==> src/rtl/mm_vector_feeder_pkg.sv <==
// Package mm_pkg: shared defaults, index width, FSM state type and the
// issue tag that travels alongside the dot-product tree.
//   MM_BIT_WIDTH / MM_N / MM_TREE_LAT : default element width, matrix size,
//                                       tree latency
//   IDX_W                             : row/column index width
//   mm_feed_state_t                   : feeder FSM states
//   mm_tag_t                          : {valid, row, col} issue tag
package mm_pkg;

    localparam int MM_BIT_WIDTH = 8;
    localparam int MM_N         = 4;
    localparam int MM_TREE_LAT  = 3;
    localparam int IDX_W        = $clog2(MM_N);

    typedef enum logic [1:0] {
        IDLE  = 2'd0,
        ISSUE = 2'd1,
        DRAIN = 2'd2,
        DONE  = 2'd3
    } mm_feed_state_t;

    typedef struct packed {
        logic             valid;
        logic [IDX_W-1:0] row;
        logic [IDX_W-1:0] col;
    } mm_tag_t;

endpackage

==> src/rtl/mm_vector_feeder_if.sv <==
// Interface mm_vector_feeder_if: operand load port, run control, issue bus
// towards the dot-product tree, tree result input and tagged result stream.
//   slave  : the feeder (mm_vector_feeder)
//   master : the environment driving loads/start and returning tree output
// Optional macro MM_ISSUE_STALL_EN adds the 1-bit `stall` input.
//
// Handshake semantics: there is no backpressure anywhere. ld_valid is a
// one-cycle write strobe, taken only while the feeder is IDLE. vec_valid
// and res_valid are pure valid qualifiers: the consumer must take the data
// in the cycle it is valid. start is a one-cycle request, taken only in IDLE.
interface mm_vector_feeder_if
    import mm_pkg::*;
#(
    parameter int BIT_WIDTH = MM_BIT_WIDTH,
    parameter int N         = MM_N
);

`ifdef MM_ISSUE_STALL_EN
    logic                   stall;
`endif
    logic                   ld_valid;
    logic                   ld_sel;
    logic [IDX_W-1:0]       ld_idx;
    logic [BIT_WIDTH*N-1:0] ld_data;
    logic                   start;
    logic                   busy;
    logic                   done;
    logic                   vec_valid;
    logic [BIT_WIDTH*N-1:0] A_vec;
    logic [BIT_WIDTH*N-1:0] B_vec;
    logic [BIT_WIDTH-1:0]   c_in;
    logic                   res_valid;
    logic [IDX_W-1:0]       res_row;
    logic [IDX_W-1:0]       res_col;
    logic [BIT_WIDTH-1:0]   res_data;
    mm_feed_state_t         state_dbg;

    modport slave (
`ifdef MM_ISSUE_STALL_EN
        input  stall,
`endif
        input  ld_valid, ld_sel, ld_idx, ld_data, start, c_in,
        output busy, done, vec_valid, A_vec, B_vec,
        output res_valid, res_row, res_col, res_data, state_dbg
    );

    modport master (
`ifdef MM_ISSUE_STALL_EN
        output stall,
`endif
        output ld_valid, ld_sel, ld_idx, ld_data, start, c_in,
        input  busy, done, vec_valid, A_vec, B_vec,
        input  res_valid, res_row, res_col, res_data, state_dbg
    );

endinterface

==> src/rtl/mm_vector_feeder_tag_pipe.sv <==
// Module mm_tag_pipe: TREE_LAT-stage shift register carrying the issue tag
// so it lines up with the tree output. Shifts every cycle, whatever the
// feeder state, so bubbles travel through like any other entry.
//   clk, rst    : clock, async active-low reset (clears every stage)
//   tag_in      : tag of the pair issued this cycle (valid=0 for a bubble)
//   tag_out     : tag matching the tree output in this cycle
//   drain_empty : after the next shift the pipe holds no valid tag
module mm_tag_pipe
    import mm_pkg::*;
#(
    parameter int TREE_LAT = MM_TREE_LAT
) (
    input  logic    clk,
    input  logic    rst,
    input  mm_tag_t tag_in,
    output mm_tag_t tag_out,
    output logic    drain_empty
);

    mm_tag_t stage [TREE_LAT];

    always_ff @(posedge clk or negedge rst) begin
        if (!rst) begin
            for (int k = 0; k < TREE_LAT; k++) stage[k] <= '0;
        end else begin
            stage[0] <= tag_in;
            for (int k = 1; k < TREE_LAT; k++) stage[k] <= stage[k-1];
        end
    end

    assign tag_out = stage[TREE_LAT-1];

    // The last stage is being consumed this cycle, so only the earlier
    // stages decide whether anything is still in flight after this edge.
    always_comb begin
        drain_empty = 1'b1;
        for (int k = 0; k < TREE_LAT - 1; k++) begin
            if (stage[k].valid) drain_empty = 1'b0;
        end
    end

endmodule

==> src/rtl/mm_vector_feeder.sv <==
// Module mm_vector_feeder: holds one NxN A matrix (rows) and one NxN B
// matrix (columns), issues every (row i, col j) pair to the N-lane
// dot-product tree one per clock in row-major order, and re-tags the tree
// output as a (row, col, value) result stream with a done pulse.
//   clk, rst : clock, async active-low reset
//   bus      : mm_vector_feeder_if.slave (loads, start, issue bus, c_in,
//              results, busy/done, state_dbg)
// Optional macro MM_ISSUE_STALL_EN: bus.stall pauses issue during ISSUE.
module mm_vector_feeder
    import mm_pkg::*;
#(
    parameter int BIT_WIDTH = MM_BIT_WIDTH,
    parameter int N         = MM_N,
    parameter int TREE_LAT  = MM_TREE_LAT
) (
    input logic               clk,
    input logic               rst,
    mm_vector_feeder_if.slave bus
);

    localparam int               VW       = BIT_WIDTH * N;
    localparam logic [IDX_W-1:0] LAST_IDX = IDX_W'(N - 1);

    mm_feed_state_t   state_q, state_d;
    logic [IDX_W-1:0] i_q, j_q, i_d, j_d;
    logic [VW-1:0]    a_buf [N];
    logic [VW-1:0]    b_buf [N];
    logic             stall_w;
    logic             issue;
    logic             drain_empty;
    mm_tag_t          tag_in, tag_out;

`ifdef MM_ISSUE_STALL_EN
    assign stall_w = bus.stall;
`else
    assign stall_w = 1'b0;
`endif

    // Operand buffers: writable only while idle. A write in the same cycle
    // as start lands before the first issue reads the buffer.
    always_ff @(posedge clk or negedge rst) begin
        if (!rst) begin
            for (int k = 0; k < N; k++) begin
                a_buf[k] <= '0;
                b_buf[k] <= '0;
            end
        end else if (state_q == IDLE && bus.ld_valid) begin
            if (bus.ld_sel) b_buf[bus.ld_idx] <= bus.ld_data;
            else            a_buf[bus.ld_idx] <= bus.ld_data;
        end
    end

    always_ff @(posedge clk or negedge rst) begin
        if (!rst) begin
            state_q <= IDLE;
            i_q     <= '0;
            j_q     <= '0;
        end else begin
            state_q <= state_d;
            i_q     <= i_d;
            j_q     <= j_d;
        end
    end

    assign issue = (state_q == ISSUE) && !stall_w;

    always_comb begin
        state_d = state_q;
        i_d     = i_q;
        j_d     = j_q;
        unique case (state_q)
            IDLE: begin
                if (bus.start) begin
                    state_d = ISSUE;
                    i_d     = '0;
                    j_d     = '0;
                end
            end
            ISSUE: begin
                if (issue) begin
                    // N is a power of two, so the counters wrap to 0 on their own.
                    j_d = j_q + 1'b1;
                    if (j_q == LAST_IDX) begin
                        i_d = i_q + 1'b1;
                        if (i_q == LAST_IDX) state_d = DRAIN;
                    end
                end
            end
            DRAIN: begin
                if (drain_empty) state_d = DONE;
            end
            DONE: begin
                state_d = IDLE;
            end
            default: begin
                state_d = IDLE;
            end
        endcase
    end

    assign bus.vec_valid = issue;
    assign bus.A_vec     = issue ? a_buf[i_q] : '0;
    assign bus.B_vec     = issue ? b_buf[j_q] : '0;
    assign bus.busy      = (state_q == ISSUE) || (state_q == DRAIN);
    assign bus.done      = (state_q == DONE);
    assign bus.state_dbg = state_q;

    // A stalled cycle pushes a bubble (valid=0) into the tag pipe.
    assign tag_in = '{valid: issue, row: i_q, col: j_q};

    mm_tag_pipe #(
        .TREE_LAT(TREE_LAT)
    ) u_tag_pipe (
        .clk        (clk),
        .rst        (rst),
        .tag_in     (tag_in),
        .tag_out    (tag_out),
        .drain_empty(drain_empty)
    );

    assign bus.res_valid = tag_out.valid;
    assign bus.res_row   = tag_out.row;
    assign bus.res_col   = tag_out.col;
    assign bus.res_data  = tag_out.valid ? bus.c_in : '0;

endmodule
==> src/flat_wrapper.sv <==
// flat-port wrapper written by rule: the top's interface ports become plain ports
module mm_vector_feeder_flat import mm_pkg::*;
#(
    parameter int BIT_WIDTH = MM_BIT_WIDTH,
    parameter int N         = MM_N,
    parameter int TREE_LAT  = MM_TREE_LAT
)
  (clk, rst, bus_ld_valid, bus_ld_sel, bus_ld_idx, bus_ld_data, bus_start, bus_c_in, bus_busy, bus_done, bus_vec_valid, bus_A_vec, bus_B_vec, bus_res_valid, bus_res_row, bus_res_col, bus_res_data, bus_state_dbg);
  mm_vector_feeder_if #(.BIT_WIDTH(BIT_WIDTH), .N(N)) bus_i ();
  input logic clk;
  input logic rst;
  input wire logic [$bits(bus_i.ld_valid)-1:0] bus_ld_valid;
  input wire logic [$bits(bus_i.ld_sel)-1:0] bus_ld_sel;
  input wire logic [$bits(bus_i.ld_idx)-1:0] bus_ld_idx;
  input wire logic [$bits(bus_i.ld_data)-1:0] bus_ld_data;
  input wire logic [$bits(bus_i.start)-1:0] bus_start;
  input wire logic [$bits(bus_i.c_in)-1:0] bus_c_in;
  output wire logic [$bits(bus_i.busy)-1:0] bus_busy;
  output wire logic [$bits(bus_i.done)-1:0] bus_done;
  output wire logic [$bits(bus_i.vec_valid)-1:0] bus_vec_valid;
  output wire logic [$bits(bus_i.A_vec)-1:0] bus_A_vec;
  output wire logic [$bits(bus_i.B_vec)-1:0] bus_B_vec;
  output wire logic [$bits(bus_i.res_valid)-1:0] bus_res_valid;
  output wire logic [$bits(bus_i.res_row)-1:0] bus_res_row;
  output wire logic [$bits(bus_i.res_col)-1:0] bus_res_col;
  output wire logic [$bits(bus_i.res_data)-1:0] bus_res_data;
  output wire logic [$bits(bus_i.state_dbg)-1:0] bus_state_dbg;
  assign bus_i.ld_valid = bus_ld_valid;
  assign bus_i.ld_sel = bus_ld_sel;
  assign bus_i.ld_idx = bus_ld_idx;
  assign bus_i.ld_data = bus_ld_data;
  assign bus_i.start = bus_start;
  assign bus_i.c_in = bus_c_in;
  assign bus_busy = bus_i.busy;
  assign bus_done = bus_i.done;
  assign bus_vec_valid = bus_i.vec_valid;
  assign bus_A_vec = bus_i.A_vec;
  assign bus_B_vec = bus_i.B_vec;
  assign bus_res_valid = bus_i.res_valid;
  assign bus_res_row = bus_i.res_row;
  assign bus_res_col = bus_i.res_col;
  assign bus_res_data = bus_i.res_data;
  assign bus_state_dbg = bus_i.state_dbg;
  mm_vector_feeder #(.BIT_WIDTH(BIT_WIDTH), .N(N), .TREE_LAT(TREE_LAT)) u_core (.clk(clk), .rst(rst), .bus(bus_i));
endmodule
==> config.mk <==
export PLATFORM = sky130hd
export DESIGN_NAME = mm_vector_feeder_flat
export DESIGN_NICKNAME = d
export VERILOG_FILES = /design/src/rtl/mm_vector_feeder_pkg.sv /design/src/rtl/mm_vector_feeder_if.sv /design/src/rtl/mm_vector_feeder_tag_pipe.sv /design/src/rtl/mm_vector_feeder.sv /design/src/flat_wrapper.sv
export SDC_FILE = /design/constraint.sdc
export NUM_CORES = 1
export LEC_CHECK = 0
export ABC_CLOCK_PERIOD_IN_PS = 3050
export BUFFER_PORTS_ARGS = -buffer_cell sky130_fd_sc_hd__buf_2
export CORE_UTILIZATION = 60
export CTS_CLUSTER_DIAMETER = 200
export DETAILED_ROUTE_END_ITERATION = 10
export GPL_TIMING_DRIVEN = 0
export PLACE_DENSITY = 0.81
export SLEW_MARGIN = 20
export SYNTH_ARGS = -nofsm -noshare
export SYNTH_HDL_FRONTEND = slang
export SYNTH_SLANG_ARGS = --single-unit
==> constraint.sdc <==
create_clock -name clk -period 3.05 [get_ports clk]
set_input_delay 0.61 -clock clk [delete_from_list [all_inputs] [get_ports clk]]
set_output_delay 0.61 -clock clk [all_outputs]
set_load 0.02 [all_outputs]
Word-level counts from Yosys, hierarchy flattened
Index checks and enable logic that the tools add are counted.

cells by class
  add/sub/neg operators = 2
  $mul = 0
  div/mod/pow operators = 0
  order comparisons = 4
  equality and inequality tests = 9
  shift-type cells = 0
  muxes and demuxes = 24
  bitwise logic cells = 4
  reductions and logical operators = 10

operators with widths
  kind                                                                           number
  128-bit bitwise mux                                                            2
  32-bit 2-to-1 mux                                                              7
  32-bit binary-select mux with 2-bit select                                     2
  32-bit demux with 2-bit select                                                 1
  2-bit 2-to-1 mux                                                               6
  3-bit greater-or-equal comparator (second input constant)                      3
  2-bit inverter with 3-bit output                                               3
  2-bit equality test (second input constant)                                    4
  8-bit 2-to-1 mux                                                               1
  2-bit case mux with 2 select lines                                             2
  2-bit case mux with 4 select lines                                             1
  2-bit != test (second input constant)                                          3
  2-bit AND reduction                                                            3
  2-bit by 1-bit adder with 2-bit output (second input constant)                 2
  4-bit AND reduction                                                            1
  3-bit by 1-bit less-than comparator with 1-bit output (second input constant)  1
  3-bit AND reduction                                                            1
  2-bit by 1-bit equality test with 1-bit output (second input constant)         1
  1-bit logical AND                                                              2
  2-bit zero test                                                                1
  1-bit 2-to-1 mux                                                               2
  2-bit by 1-bit != test with 1-bit output (second input constant)               1
  2-bit nonzero test                                                             1
  1-bit logical OR                                                               1
  1-bit inverter                                                                 1

word-level totals
  register bits after elaboration = 277
  bits in latches = 0
  RAM bits = 0
  ROM bits = 0
  bits of input ports = 47
  output and inout port bits = 82
  logic and storage cells = 73
  memories = 0

Longest topological paths before layout
  word-level depth = 6
  depth in mapped cells = 7
  mapped depth without buffers = 5

Cells and area by module
A second synthesis with hierarchy kept.

unflattened totals
  cell total of the unflattened synthesis = 768
  area, all modules = 12,338.1 µm²

modules (own cells, without submodules)
  module            instances  cells an instance  area an instance (µm²)  seq. area each (µm²)
  mm_vector_feeder  1          747                11,921.4                6,556.3
  mm_tag_pipe       1          21                 416.6                   375.4

Worst setup path before layout
No wires, ideal clock.

  path kind = register to output
  start point = register u_core.state_q[1], in the netlist u_core.bus.state_dbg[1]
  end point = output port bus_A_vec[10]
  arrival = 1,715 ps
  required time = 2,440 ps
  slack = 725 ps
  cell stages (with the launch flop) = 6
  path buffers = 2
  cells stage by stage = dfrtp_1 inv_1 ha_1 clkbuf_1 clkbuf_1 and2_1

on the way
  longest elaborated chain between the ends = 2

RTL lines
  item                                            RTL line                 text
  from (decl)                                     mm_vector_feeder.sv:24   mm_feed_state_t state_q, state_d;
  from (signal assigned)                          mm_vector_feeder.sv:59   state_q <= state_d;
  2-bit by 1-bit equality test with 1-bit output  mm_vector_feeder.sv:65   assign issue = (state_q == ISSUE) && !stall_w;
  net bus_vec_valid                               flat_wrapper.sv:20       output wire logic [$bits(bus_i.vec_valid)-1:0] bus_vec_valid;
  32-bit 2-to-1 mux                               mm_vector_feeder.sv:102  assign bus.A_vec = issue ? a_buf[i_q] : '0;
  to (decl)                                       flat_wrapper.sv:21       output wire logic [$bits(bus_i.A_vec)-1:0] bus_A_vec;

The timed path passes the listed nets, and every way through them passes these cells.

Worst setup path after layout
  start point = register u_core.j_q[0]
  end point = output port bus_B_vec[22]

on the way
  longest elaborated chain between the ends = 5

RTL lines
  item                                                    RTL line                 text
  from (decl)                                             mm_vector_feeder.sv:25   logic [IDX_W-1:0] i_q, j_q, i_d, j_d;
  from (signal assigned)                                  mm_vector_feeder.sv:61   j_q <= j_d;
  2-bit inverter with 3-bit output (implied by the code)  mm_vector_feeder.sv:103  assign bus.B_vec = issue ? b_buf[j_q] : '0;
  32-bit binary-select mux with 2-bit select              mm_vector_feeder.sv:103
  32-bit 2-to-1 mux (implied by the code) (2 in a row)    mm_vector_feeder.sv:103
  32-bit 2-to-1 mux                                       mm_vector_feeder.sv:103
  to (decl)                                               flat_wrapper.sv:22       output wire logic [$bits(bus_i.B_vec)-1:0] bus_B_vec;

No other way between the ends. The select of a mux whose other input is x is not followed.

==> results by group <==
Outcome
  • Status: complete, no violations

Timing
  • Worst Tran Pin Value: 0.725 ns
  • Final period util: 0.983
  • Max_slew headroom: 0.517
  • Hold Slack: 0.100 ns
  • Slew Limit Fails: 0
  • RSZ-0062 raised after global routing: yes
  • Clock skew: 0.00703 ns
  • Hold Fails Final Rpt: 0
  • # setup viols final: 0
  • Fmax: 0.334 GHz
  • Fin crit period: 3.00 ns

Run
  • MaxCap Viol Count: 0

Layout
  • Fin util: 0.718
  • Final nets: 980
  • Share of cells above drive strength 1: 0.573
  • Area Overhead vs Synth: 17.2%

Logic synthesis
  • Largest cells by area after synthesis: dfrtp_1, mux2_2, mux4_2, and2_1, mux2_4
  • Simple-gate share of the synthesized area: 0.0478
  • Post-Syn Area per Cell: 16.2 sq um
  • Top-count cell post-synth: dfrtp_1
  • Mapped Cells: 767
  • Post-Syn Nets: 821
  • Synth Area in Compound Gates: 0.00543
  • Post-synthesis sequential area ratio: 0.558
  • Synth top area share: 0.558
  • Mux contribution to synthesized area: 0.359
  • Synth Area in Adders: 0.00704
  • Synth cell count leaders: dfrtp_1, mux2_2, and2_1, mux4_2, mux2_4
  • Ys Warns: 0
  • Main synth FF type: dfrtp_1
  • Synth Register Bits: 277
  • EDFF count, synth: 0
  • Synth cell types: 29
  • Post-Synth XOR/XNOR Area: 0
  • Largest family of logic cells by synthesized area: multiplexers
  • Asr flop ratio synth: 1.00
  • Yosys top cell by area: dfrtp_1
  • Netlist Area Pre-Place: 0.0124 sq mm

Drt
  • WL/cell: 21.1 um
  • Post-DRT Antenna Nets: 0
  • DRT iter0 DRCs: 320
  • First-pass detailed-route iteration total: 4
  • Detailed-route via count: 7029
  • Vias per inst: 5.77
  • Routed WL: 25.7 mm
  • DRC: 0

Die
  • CORE AREA: 0.0203 sq mm
  • Ports: 129
  • Core Rows: 52
  • Die height: 146 um
  • Die W: 146 um
  • Initial core utilization: 0.612
  • Full die area: 0.0213 sq mm

Power and ir drop
  • Clock power share: 0.263
  • Worst vdd ir: 0.581 mV
  • Switching share of power: 0.287
  • Internal Power: 10.4 mW
  • Total power: 14.6 mW
  • Leakage power: 7.10 nW
  • Sw Pwr: 4.19 mW
  • Cell Pwr Density: 1000 mW/mm^2
  • Gate power share: 0.318
  • Share of total power in sequential cells: 0.419

Clock tree
  • Worst-path clk slew: 0.06 ns
  • CTS tree: yes
  • Post-CTS setup buffers: 0
  • H-tree depth: 1
  • Clock sink count: 277
  • Clock Latency Late Sink: 0.54 ns
  • Root buffer cell: clkbuf_16
  • # hold bufs at CTS: 0
  • Bufs on Longest Clock Path: 3
  • Num CTS Buffers: 28

Hold path
  • Class of the worst hold path: in -> async

Critical path
  • FF-to-FF End: u_core.b_buf[15]
  • Max stage delay cell, worst path: mux4_2
  • Worst setup path class: reg -> out
  • CP Data Required Time: 2.44 ns
  • Worst reg2reg setup slack: 0.76 ns
  • CP Launch Type: flip-flop
  • Cell mode on critical path: buf_2
  • Critical path arrival: 2.39 ns
  • Worst R2R Path Depth: 7
  • Crit path capture type: output pin
  • Crit-path cells: buf_2 -> buf_4 -> mux4_2 -> and2_1 -> buf_2
  • Max stage delay on crit path: 0.54 ns
  • R2r startpoint: u_core.bus.state_dbg[0]
  • Crit path max fanout: 10

Global route
  • Largest net degree at the start of global routing: 96
  • Vias in the first global route: 7516
  • Gr usage total: 0.254
  • First-pass GRT wire length: 41.8 mm
  • Global route overflow: 0
  • Initial antenna violation count: 1

Placed design
  • GPL Wtd Cong: 0.766
  • Buffers on Ports: 128
  • Dpl hpwl: 16.4 mm
-- registers in the layout (all words and copies together), names as in the netlist --
signal	cells
u_core.a_buf	128
u_core.b_buf	128
u_core.u_tag_pipe.stage	10
u_core.u_tag_pipe.tag_out	5
u_core.bus.state_dbg	2
u_core.i_q	2
u_core.j_q	2
-- how the worst max path moves through the flow --
stage	cells past startpoint	slack, ns	end	start
final	5	0.05	bus_B_vec[22]	u_core.j_q[0]
after global placement	1	-3.68	u_core.b_buf[14]	rst
after global routing	5	-0.04	bus_B_vec[19]	u_core.j_q[0]
after floorplan	5	0.73	bus_A_vec[10]	u_core.bus.state_dbg[1]
after CTS	5	0.01	bus_A_vec[12]	u_core.i_q[0]
after detailed placement	6	0.18	bus_A_vec[17]	u_core.bus.state_dbg[1]
-- critical path: cells and delay by family (launching register included) --
family / cells / cell delay [ns]
AND/OR/NAND/NOR: 1 / 0.18
flip-flops: 1 / 0.38
buffers and inverters: 3 / 0.74
multiplexers: 1 / 0.54
-- per-layer routing --
layer	track usage	wire length (um)	vias to the layer above
met3	0.0445	1130	56
met4	0.0763	779	0
met5	0	0	-
met1	0.342	11000	3681
li1	-	-	3106
met2	0.425	12800	186
-- per-stage QoR --
step | setup slack, ns | TNS (ns) | area (sq um) | instances
final | 0.0523 | 0 | 14600 | 1218
after global placement | -3.68 | -1011.48 | 13400 | 1165
after global routing | -0.0389 | -0.325 | 14600 | 1217
after CTS | 0.0109 | 0 | 14600 | 1218
after detailed placement | 0.185 | 0 | 13500 | 1167
after floorplan | 0.725 | 0 | 12400 | 767
-- cell families after synthesis --
group	after synthesis
multiplexers	322
flip-flops	277
AND/OR/NAND/NOR	95
buffers and inverters	56
AO/OA/AOI/OAI	10
adder cells (fa/ha/maj)	7
-- layout by cell type, fill, tap and decap left out, types with 2 or more instances in the layout --
| master | n |
|---|---|
| buf_6 | 5 |
| mux2_2 | 217 |
| nand3_1 | 3 |
| mux2_1 | 10 |
| nand2b_1 | 2 |
| nand2_1 | 5 |
| buf_16 | 2 |
| mux4_2 | 64 |
| clkbuf_1 | 7 |
| mux2_4 | 30 |
| buf_4 | 11 |
| buf_2 | 151 |
| and2_1 | 72 |
| dfrtp_1 | 277 |
| o21ai_0 | 5 |
| nor2b_1 | 2 |
| ha_1 | 6 |
| inv_1 | 3 |
| clkbuf_16 | 29 |
| clkbuf_8 | 8 |
| nor2_1 | 5 |
| bufinv_16 | 6 |
| nor3_2 | 2 |
| clkinv_2 | 6 |
| clkbuf_2 | 6 |
-- power by group through the flow --
stage / combinational (mW) / clock [mW] / sequential, mW
6_report: 4.64 / 3.84 / 6.11
5_1_grt: 5.00 / 4.04 / 6.31
4_1_cts: 4.70 / 3.89 / 6.10
3_5_place_dp: 4.65 / 0 / 6.13
3_3_place_gp: 4.50 / 0 / 6.06
2_1_floorplan: 3.58 / 0 / 5.88
-- area by class of cell --
cell class	instances	area, sq um
fillers	1341	5730
diodes	1	2.50
repair buffers	130	706
clock buffers	39	843
clock inverters	12	210
multi-input cells	434	5210
plain buffers	52	315
well taps	270	338
inverters	3	11.3
flip-flops and latches	277	6930
-- repair_timing --
action                                  4_1_cts  5_1_grt
endpoints found under the setup margin       58       41
resized for setup                            16        6
pin swaps                                     0        0
Power figures use the tool's default switching activity.
